==> src/rtl/sat_mac_unit.sv <==
// sat_mac_unit: iterative signed multiply with product clamp, saturating accumulate; SAT_MAC_STICKY_SAT_EN makes sat_flag sticky
//   clk, rst_n (async active-low) | in_valid/in_ready handshake, in_a/in_b signed operands,
//   acc_clear (IDLE only) | out_valid pulse, acc_out accumulator, sat_flag saturation indicator
module sat_mac_unit #(
  parameter int WIDTH = 32
) (
  input  logic             clk,
  input  logic             rst_n,
  input  logic             in_valid,
  output logic             in_ready,
  input  logic [WIDTH-1:0] in_a,
  input  logic [WIDTH-1:0] in_b,
  input  logic             acc_clear,
  output logic             out_valid,
  output logic [WIDTH-1:0] acc_out,
  output logic             sat_flag
);
  localparam int CW = $clog2(WIDTH);
  localparam logic [WIDTH-1:0] MAX = {1'b0, {(WIDTH-1){1'b1}}};
  localparam logic [WIDTH-1:0] MIN = {1'b1, {(WIDTH-1){1'b0}}};
  localparam logic [2*WIDTH-1:0] MAX_MAG = {{(WIDTH+1){1'b0}}, {(WIDTH-1){1'b1}}};
  localparam logic [2*WIDTH-1:0] MIN_MAG = {{WIDTH{1'b0}}, 1'b1, {(WIDTH-1){1'b0}}};
  typedef enum logic [1:0] {IDLE, MUL, ACC} state_t;
  state_t state_q, state_d;
  logic [CW-1:0] cnt_q, cnt_d;
  logic [2*WIDTH-1:0] mcand_q, mcand_d, prod_q, prod_d;
  logic [WIDTH-1:0] mplr_q, mplr_d, acc_q, acc_d;
  logic sign_q, sign_d, sat_q, sat_d, ov_q, ov_d;
  logic [WIDTH-1:0] a_mag, b_mag, p_val, sum, acc_sat;
  logic p_pos_ovf, p_neg_ovf, s_pos_ovf, s_neg_ovf, sat_ev;
  assign in_ready  = state_q == IDLE;
  assign out_valid = ov_q;
  assign acc_out   = acc_q;
  assign sat_flag  = sat_q;
  always_comb begin
    // magnitudes are unsigned so |MIN| = 2^(WIDTH-1) fits without overflow
    a_mag     = in_a[WIDTH-1] ? -in_a : in_a;
    b_mag     = in_b[WIDTH-1] ? -in_b : in_b;
    // a negative result may reach magnitude 2^(WIDTH-1), a positive one only MAX
    p_pos_ovf = !sign_q && prod_q > MAX_MAG;
    p_neg_ovf = sign_q && prod_q > MIN_MAG;
    p_val     = p_pos_ovf ? MAX : p_neg_ovf ? MIN : sign_q ? -prod_q[WIDTH-1:0] : prod_q[WIDTH-1:0];
    sum       = acc_q + p_val;
    s_pos_ovf = !acc_q[WIDTH-1] && !p_val[WIDTH-1] && sum[WIDTH-1];
    s_neg_ovf = acc_q[WIDTH-1] && p_val[WIDTH-1] && !sum[WIDTH-1];
    acc_sat   = s_pos_ovf ? MAX : s_neg_ovf ? MIN : sum;
    sat_ev    = p_pos_ovf || p_neg_ovf || s_pos_ovf || s_neg_ovf;
  end
  always_comb begin
    state_d = state_q;
    cnt_d   = cnt_q;
    mcand_d = mcand_q;
    mplr_d  = mplr_q;
    prod_d  = prod_q;
    sign_d  = sign_q;
    acc_d   = acc_q;
    sat_d   = sat_q;
    ov_d    = 1'b0;
    if (state_q == IDLE) begin
      if (acc_clear) begin
        acc_d = '0;
        sat_d = 1'b0;
      end
      if (in_valid) begin
        state_d = MUL;
        cnt_d   = CW'(WIDTH-1);
        mcand_d = {{WIDTH{1'b0}}, a_mag};
        mplr_d  = b_mag;
        prod_d  = '0;
        sign_d  = in_a[WIDTH-1] ^ in_b[WIDTH-1];
      end
    end else if (state_q == MUL) begin
      prod_d  = prod_q + (mplr_q[0] ? mcand_q : '0);
      mcand_d = mcand_q << 1;
      mplr_d  = mplr_q >> 1;
      cnt_d   = cnt_q - CW'(1);
      state_d = cnt_q == '0 ? ACC : MUL;
    end else begin
      acc_d   = acc_sat;
`ifdef SAT_MAC_STICKY_SAT_EN
      sat_d   = sat_q || sat_ev;
`else
      sat_d   = sat_ev;
`endif
      ov_d    = 1'b1;
      state_d = IDLE;
    end
  end
  always_ff @(posedge clk or negedge rst_n) begin
    if (!rst_n) begin
      state_q <= IDLE;
      cnt_q   <= '0;
      mcand_q <= '0;
      mplr_q  <= '0;
      prod_q  <= '0;
      sign_q  <= 1'b0;
      acc_q   <= '0;
      sat_q   <= 1'b0;
      ov_q    <= 1'b0;
    end else begin
      state_q <= state_d;
      cnt_q   <= cnt_d;
      mcand_q <= mcand_d;
      mplr_q  <= mplr_d;
      prod_q  <= prod_d;
      sign_q  <= sign_d;
      acc_q   <= acc_d;
      sat_q   <= sat_d;
      ov_q    <= ov_d;
    end
  end
endmodule

==> config.mk <==
export PLATFORM = sky130hd
export DESIGN_NAME = sat_mac_unit
export DESIGN_NICKNAME = d
export VERILOG_FILES = /design/src/rtl/sat_mac_unit.sv
export SDC_FILE = /design/constraint.sdc
export NUM_CORES = 1
export LEC_CHECK = 0
export CAP_MARGIN = 20
export CORE_MARGIN = 2
export CORE_UTILIZATION = 39
export DETAILED_ROUTE_END_ITERATION = 16
export PLACE_DENSITY_LB_ADDON = 0.2
export SLEW_MARGIN = 20
export SYNTH_ARGS = -nofsm -noshare
export SYNTH_HDL_FRONTEND = slang
export SYNTH_SLANG_ARGS = --single-unit
==> constraint.sdc <==
create_clock -name clk -period 17.7 [get_ports clk]
set_clock_uncertainty 0.2 [all_clocks]
set_input_delay 4.425 -clock clk [delete_from_list [all_inputs] [get_ports clk]]
set_output_delay 4.425 -clock clk [all_outputs]
set_load 0.02 [all_outputs]
==> flow_metrics.py, run 1 <==
metrics = {
    "grt": {
        "antenna_found_initial": 3,
        "use_met2": 0.321,
        "grt_most_used_layer": "met2",
        "first_global_vias": 14000,
        "met1_usage": 0.301,
        "grt_pass1_wl_um": 72200,
        "grt_max_degree": 79,
        "overflow": 0,
        "grtUsageMet3": 0.0322,
        "grt_use_total": 0.208,
    },
    "critical_path": {
        "critPathKind": "in -> reg",
        "arrival_ns": 7.73,
        "critPathTopFamily": "simple AND/OR/NAND/NOR gates",
        "cp_max_fo": 5,
        "crit_buf_inv": 1,
        "start_kind": "input pin",
        "cpPeakStageDelay_ns": 0.46,
        "cp_slowest_cell": "clkdlybuf4s50_1",
        "crit_chain": "clkdlybuf4s50_1, or3_4, or4_1, or3_1, or2_1, or3_1, or3_4, o31ai_4, xor2_1, a21oi_1, a21o_1",
        "cp-end-kind": "flip-flop",
        "cp.required_ns": 17.95,
    },
    "min_path": {
        "hold_class": "reg -> reg",
    },
    "clocking": {
        "cts_tree": "yes",
        "clock_latency_ns": 0.56,
        "cts_setup_buffers": 0,
        "cts_buffers": 26,
        "numClockSinks": 202,
        "cts_hold_buffers": 0,
        "path_clk_slew_ns": 0.06,
        "clockBufferDepth": 3,
        "htreeDepth": 1,
        "cts-resized-gates": 0,
        "cts-root-buf": "clkbuf_16",
    },
    "timing": {
        "period_share": 0.423,
        "min_period_ns": 7.48,
        "tightest_slew_ns": 1.08,
        "max_freq_ghz": 0.134,
        "slew_viol_final": 0,
        "fin_setup_tns_ns": 0,
        "slew_headroom": 0.279,
        "finalHoldViolCount": 0,
        "grt_setup_unrepaired": "false",
        "setup_viol": 0,
    },
    "synth": {
        "postSynth.asyncResetShare": 1.00,
        "mappedNetlistArea_um2": 15900,
        "yosys_warnings": 0,
        "yosysUniqueCellTypes": 70,
        "synth_cells": 1923,
        "synth_nets": 2097,
        "ys_ff_latch": 202,
        "ys.flop_type": "dfrtp_1",
        "synth_edf_count": 0,
        "yosysSeqAreaShare": 0.319,
        "syn_area_per_cell_um2": 8.25,
    },
    "cells_and_area": {
        "final_cell_area_um2": 18200,
        "syn2layout_area_growth_pct": 14.5,
        "layout.nets": 2127,
        "drive_gt1_frac": 0.0482,
    },
    "detailed_routing": {
        "wire_per_inst_um": 17.6,
        "first_pass_iters": 5,
        "drc": 0,
        "vias": 14500,
        "drt-vias-per-instance": 5.81,
        "first_iter_violations": 787,
        "wl_um": 44000,
        "postRouteAntennaNets": 0,
    },
    "power": {
        "power.leakage_nw": 7.55,
        "ir_drop_v": 0.0000824,
        "p_per_area_nw_per_um2": 200,
    },
    "placed_design": {
        "gp_congestion": 0.915,
        "placedInstanceArea_um2": 17200,
        "io_buffers": 102,
        "dp_hpwl_um": 31300,
    },
    "floorplanning": {
        "placementRows": 73,
        "coreArea_um2": 39900,
        "start_util": 0.397,
        "die_area_um2": 42300,
        "die_w_um": 206,
        "pin_count": 103,
        "die_h_um": 206,
    },
    "status": {
        "status": "completed",
    },
    "job": {
        "maxCapViolations": 0,
    },
}
==> cells by family after synthesis <==
kind of cell / share of synthesized area
buffers and inverters: 0.0367
AOI/OAI and AO/OA: 0.278
DFF: 0.319
xor gates and xnor gates: 0.0977
and+or+nand+nor: 0.181
adders and majority gates: 0.0846
muxes: 0.00316
==> flip-flops by register name, summed over array words and instances (netlist names) <==
register   flops
mcand_q       64
prod_q        64
acc_out       32
mplr_q        32
cnt_q          5
state_q        2
out_valid      1
sat_flag       1
sign_q         1
==> metrics by stage <==
stage	hold slack (ns)	util	setup WS, ns	power [W]	cells
global placement	0.260	0.432	9.66	0.00303	2449
global route	0.295	0.455	10.11	0.00397	2498
CTS	0.285	0.454	10.22	0.00364	2497
detailed placement	0.268	0.432	9.63	0.00307	2449
floorplan	0.244	-	10.31	0.00254	1923
finish	0.280	0.455	10.22	0.00363	2500
==> cell usage after synthesis (20+ instances only) <==
| cell type | n | share of area |
|---|---|---|
| a21oi_1 | 166 | 0.052 |
| o21bai_1 | 24 | 0.011 |
| clkbuf_1 | 102 | 0.024 |
| o22ai_1 | 113 | 0.045 |
| xor2_1 | 70 | 0.039 |
| nor4_1 | 20 | 0.0079 |
| and2_1 | 71 | 0.028 |
| nor2_1 | 61 | 0.014 |
| o31ai_1 | 35 | 0.017 |
| ha_1 | 104 | 0.082 |
| a21o_1 | 47 | 0.022 |
| nand2_1 | 214 | 0.051 |
| dfrtp_1 | 202 | 0.32 |
| xnor2_1 | 107 | 0.059 |
| o21ai_0 | 177 | 0.056 |
| a221o_1 | 32 | 0.020 |
| nand3_1 | 78 | 0.025 |
| inv_1 | 39 | 0.0092 |
==> final cells by class <==
cell class	count	area, µm²
timing repair buffer	118	1150
antenna	2	5.00
multi-input combinational	1566	10300
inverter	39	146
sequential	202	5050
tap	525	657
clock inverter	10	91.3
fill	3904	21800
clock buffer	38	797
==> report_power, final <==
group / internal [W] / switching [W] / total, W / leakage, nW
combinational: 0.000930 / 0.00128 / 0.00221 / 4.68
sequential: 0.000670 / 0.000207 / 0.000877 / 2.44
clock: 0.000326 / 0.000222 / 0.000548 / 0.425
total: 0.00193 / 0.00171 / 0.00363 / 7.55
==> layer usage <==
metal,vias to the layer above,share of wire
met1,6912,0.49
met2,352,0.43
met3,70,0.056
li1,7184,-
met4,2,0.024
met5,-,0.00030
==> path summary, 6_finish.rpt <==
path,start,to,slack (ns),cells past startpoint
max in group asynchronous,rst_n,prod_q[45],12.32,2
setup reg to reg,prod_q[1],acc_out[27],10.85,22
hold reg to reg,mplr_q[0],mplr_q[0],0.28,2
setup / recovery,in_b[6],mplr_q[25],10.22,11
min in group asynchronous,rst_n,acc_out[8],3.66,1
hold / removal,mplr_q[0],mplr_q[0],0.28,2
==> worst min-delay path, cell delays in order (launching register included) <==
cell and delay [ns]:
dfrtp_1 0.34, nand2_1 0.05, o21ai_0 0.06
==> cell usage in the layout (no fill, tap or decap), types with 13 or more instances in the layout <==
cell type        instances
a21o_1                  47
a21oi_1                165
a221o_1                 32
and2_1                  70
buf_4                   14
clkbuf_16               27
clkdlybuf4s50_1         99
dfrtp_1                202
ha_1                   104
inv_1                   39
nand2_1                211
nand2b_1                19
nand3_1                 78
nand4_1                 19
nor2_1                  58
nor3_1                  19
nor4_1                  20
o21a_1                  13
o21ai_0                177
o21bai_1                24
o22ai_1                113
o31ai_1                 35
or3_1                   18
or4_1                   16
xnor2_1                107
xor2_1                  70
Note: power is estimated with default switching activity, not from simulation.
==> inputs of run 2 (changes only) <==
==> constraint.sdc (replaced) <==
create_clock -name clk -period 7.06 [get_ports clk]
set_clock_uncertainty 0.2 [all_clocks]
set_input_delay 1.765 -clock clk [delete_from_list [all_inputs] [get_ports clk]]
set_output_delay 1.765 -clock clk [all_outputs]
set_load 0.02 [all_outputs]
==> run 2 against run 1 <==
Cell area is essentially flat. Critical path depth grew 11. Worst setup slack lost 9.8 ns. Die area is the same. First-iteration DRC count grew 3.3%. Non-clock buffer count grew 5. Worst hold slack lost 0.0058 ns. Sequential power grew to 2.5 times the previous value. Highest routed layer unchanged.
==> flow_metrics.py, run 2 (synthesis results as in run 1) <==
metrics = {
    "cells_and_area": {
        "layout.nets": 2133,
        "fillers": 3829,
        "regArea_um2": 5050,
        "multi_input_area_um2": 10300,
        "final_cell_mix": "nand2_1, dfrtp_1, o21ai_0, a21oi_1, o22ai_1",
        "antenna_cells": 0,
        "final_cell_area_um2": 18200,
        "syn2layout_area_growth_pct": 14.6,
        "top_regs": "mcand_q: 64 flops, prod_q: 64 flops",
        "final_common_cell": "nand2_1",
        "drive_gt1_frac": 0.0496,
    },
    "placed_design": {
        "gp_congestion": 0.880,
        "dp_slack_ns": 0.221,
        "io_buffers": 102,
        "placedInstanceArea_um2": 17300,
        "dp_hpwl_um": 32500,
    },
    "clocking": {
        "cts_setup_buffers": 0,
        "cts_buffers": 27,
        "htreeDepth": 1,
        "cts_tree": "yes",
        "cts-resized-gates": 0,
        "cts_hold_buffers": 0,
        "clockBufferDepth": 3,
        "cts-root-buf": "clkbuf_16",
        "numClockSinks": 202,
        "path_clk_slew_ns": 0.06,
        "clock_latency_ns": 0.58,
    },
    "floorplanning": {
        "coreArea_um2": 39900,
        "placementRows": 73,
        "die_h_um": 206,
        "die_w_um": 206,
        "start_util": 0.397,
        "pin_count": 103,
        "die_area_um2": 42300,
    },
    "timing": {
        "finalHoldViolCount": 0,
        "setup_viol": 0,
        "slew_headroom": 0.357,
        "max_freq_ghz": 0.151,
        "min_period_ns": 6.63,
        "fin_setup_tns_ns": 0,
        "timing.final.ws_setup_ns": 0.428,
        "grt_setup_unrepaired": "false",
        "slew_viol_final": 0,
        "tightest_slew_ns": 0.965,
        "period_share": 0.939,
    },
    "detailed_routing": {
        "first_pass_iters": 5,
        "vias": 14500,
        "drt-vias-per-instance": 5.81,
        "wire_per_inst_um": 18.3,
        "postRouteAntennaNets": 0,
        "wl_um": 45800,
        "drc": 0,
        "first_iter_violations": 813,
    },
    "grt": {
        "overflow": 0,
        "antenna_found_initial": 3,
        "grt_pass1_wl_um": 75000,
        "grt_use_total": 0.217,
        "grt_max_degree": 112,
        "first_global_vias": 14200,
    },
    "power": {
        "power.leakage_nw": 7.59,
        "ir_drop_v": 0.000180,
        "p_per_area_nw_per_um2": 506,
    },
    "critical_path": {
        "arrival_ns": 6.87,
        "cp_max_fo": 22,
        "cp.required_ns": 7.30,
        "cp-end-kind": "flip-flop",
        "start_kind": "flip-flop",
        "critPathKind": "reg -> reg",
    },
    "status": {
        "status": "completed",
    },
    "job": {
        "maxCapViolations": 0,
    },
    "min_path": {
        "hold_class": "reg -> reg",
    },
}
-- run 2: cell types whose count changed in the layout (fill, tap and decap cells not counted), sizes merged --
| cell | before | now |
|---|---|---|
| clkinv | 4 | 8 |
| clkbuf | 39 | 37 |
| inv | 39 | 40 |
| buf | 18 | 24 |
| bufinv | 1 | 2 |
| diode | 2 | 0 |
| clkinvlp | 5 | 0 |
| clkdlybuf4s50 | 99 | 98 |
-- run 2: critical path, cell delays in order, from the launching register on --
cell      delay, ns
dfrtp_1        0.42
or3_1          0.42
or4_1          0.49
nor2_1         0.21
nand3_1        0.16
or4_1          0.47
or3_1          0.41
o21ai_0        0.23
a21boi_2       0.28
o21ai_0        0.24
ha_1           0.19
inv_1          0.05
fa_1           0.41
nor2b_1        0.14
o21ai_0        0.10
a21boi_0       0.36
nor4b_1        0.14
o41a_1         0.50
nor3_1         0.21
nor3_1         0.11
o31a_1         0.26
xnor2_1        0.12
a221o_1        0.35
-- run 2: final timing paths --
path | start | to | slack, ns | cells past startpoint
max in group asynchronous | rst_n | prod_q[31] | 4.27 | 2
min reg2reg | mplr_q[25] | mplr_q[25] | 0.27 | 1
min | mplr_q[25] | mplr_q[25] | 0.27 | 1
min in group asynchronous | rst_n | acc_out[9] | 1.09 | 1
max reg2reg | prod_q[8] | acc_out[30] | 0.43 | 22
max | prod_q[8] | acc_out[30] | 0.43 | 22
-- run 2: area by class of cell --
cell class                 instances  area share
sequential                       202       0.278
inverter                          39     0.00806
multi-input combinational       1566       0.565
clock buffer                      36      0.0418
timing repair buffer             123      0.0642
clock inverter                    11     0.00702
tap                              525      0.0361
-- run 2: per-stage QoR --
step / total power [W] / util / cells / hold WS (ns)
6_report: 0.00919 / 0.455 / 2502 / 0.274
5_1_grt: 0.0100 / 0.455 / 2502 / 0.290
3_5_place_dp: 0.00775 / 0.433 / 2455 / 0.264
3_3_place_gp: 0.00772 / 0.433 / 2455 / 0.260
4_1_cts: 0.00918 / 0.456 / 2502 / 0.279
2_1_floorplan: 0.00637 / - / 1923 / 0.244
-- run 2: where the power goes --
part	switching, W	internal (W)	total (W)	leakage (nW)
combinational	0.00325	0.00234	0.00559	4.71
sequential	0.000526	0.00168	0.00221	2.44
clock	0.000564	0.000827	0.00139	0.443
-- run 2: routing by layer --
metal / share of wire / track usage / vias to the layer above
met5: 0.00059 / 0 / -
met4: 0.021 / 0.0493 / 4
met3: 0.061 / 0.0355 / 70
met2: 0.44 / 0.338 / 392
met1: 0.48 / 0.314 / 6892
li1: - / - / 7190
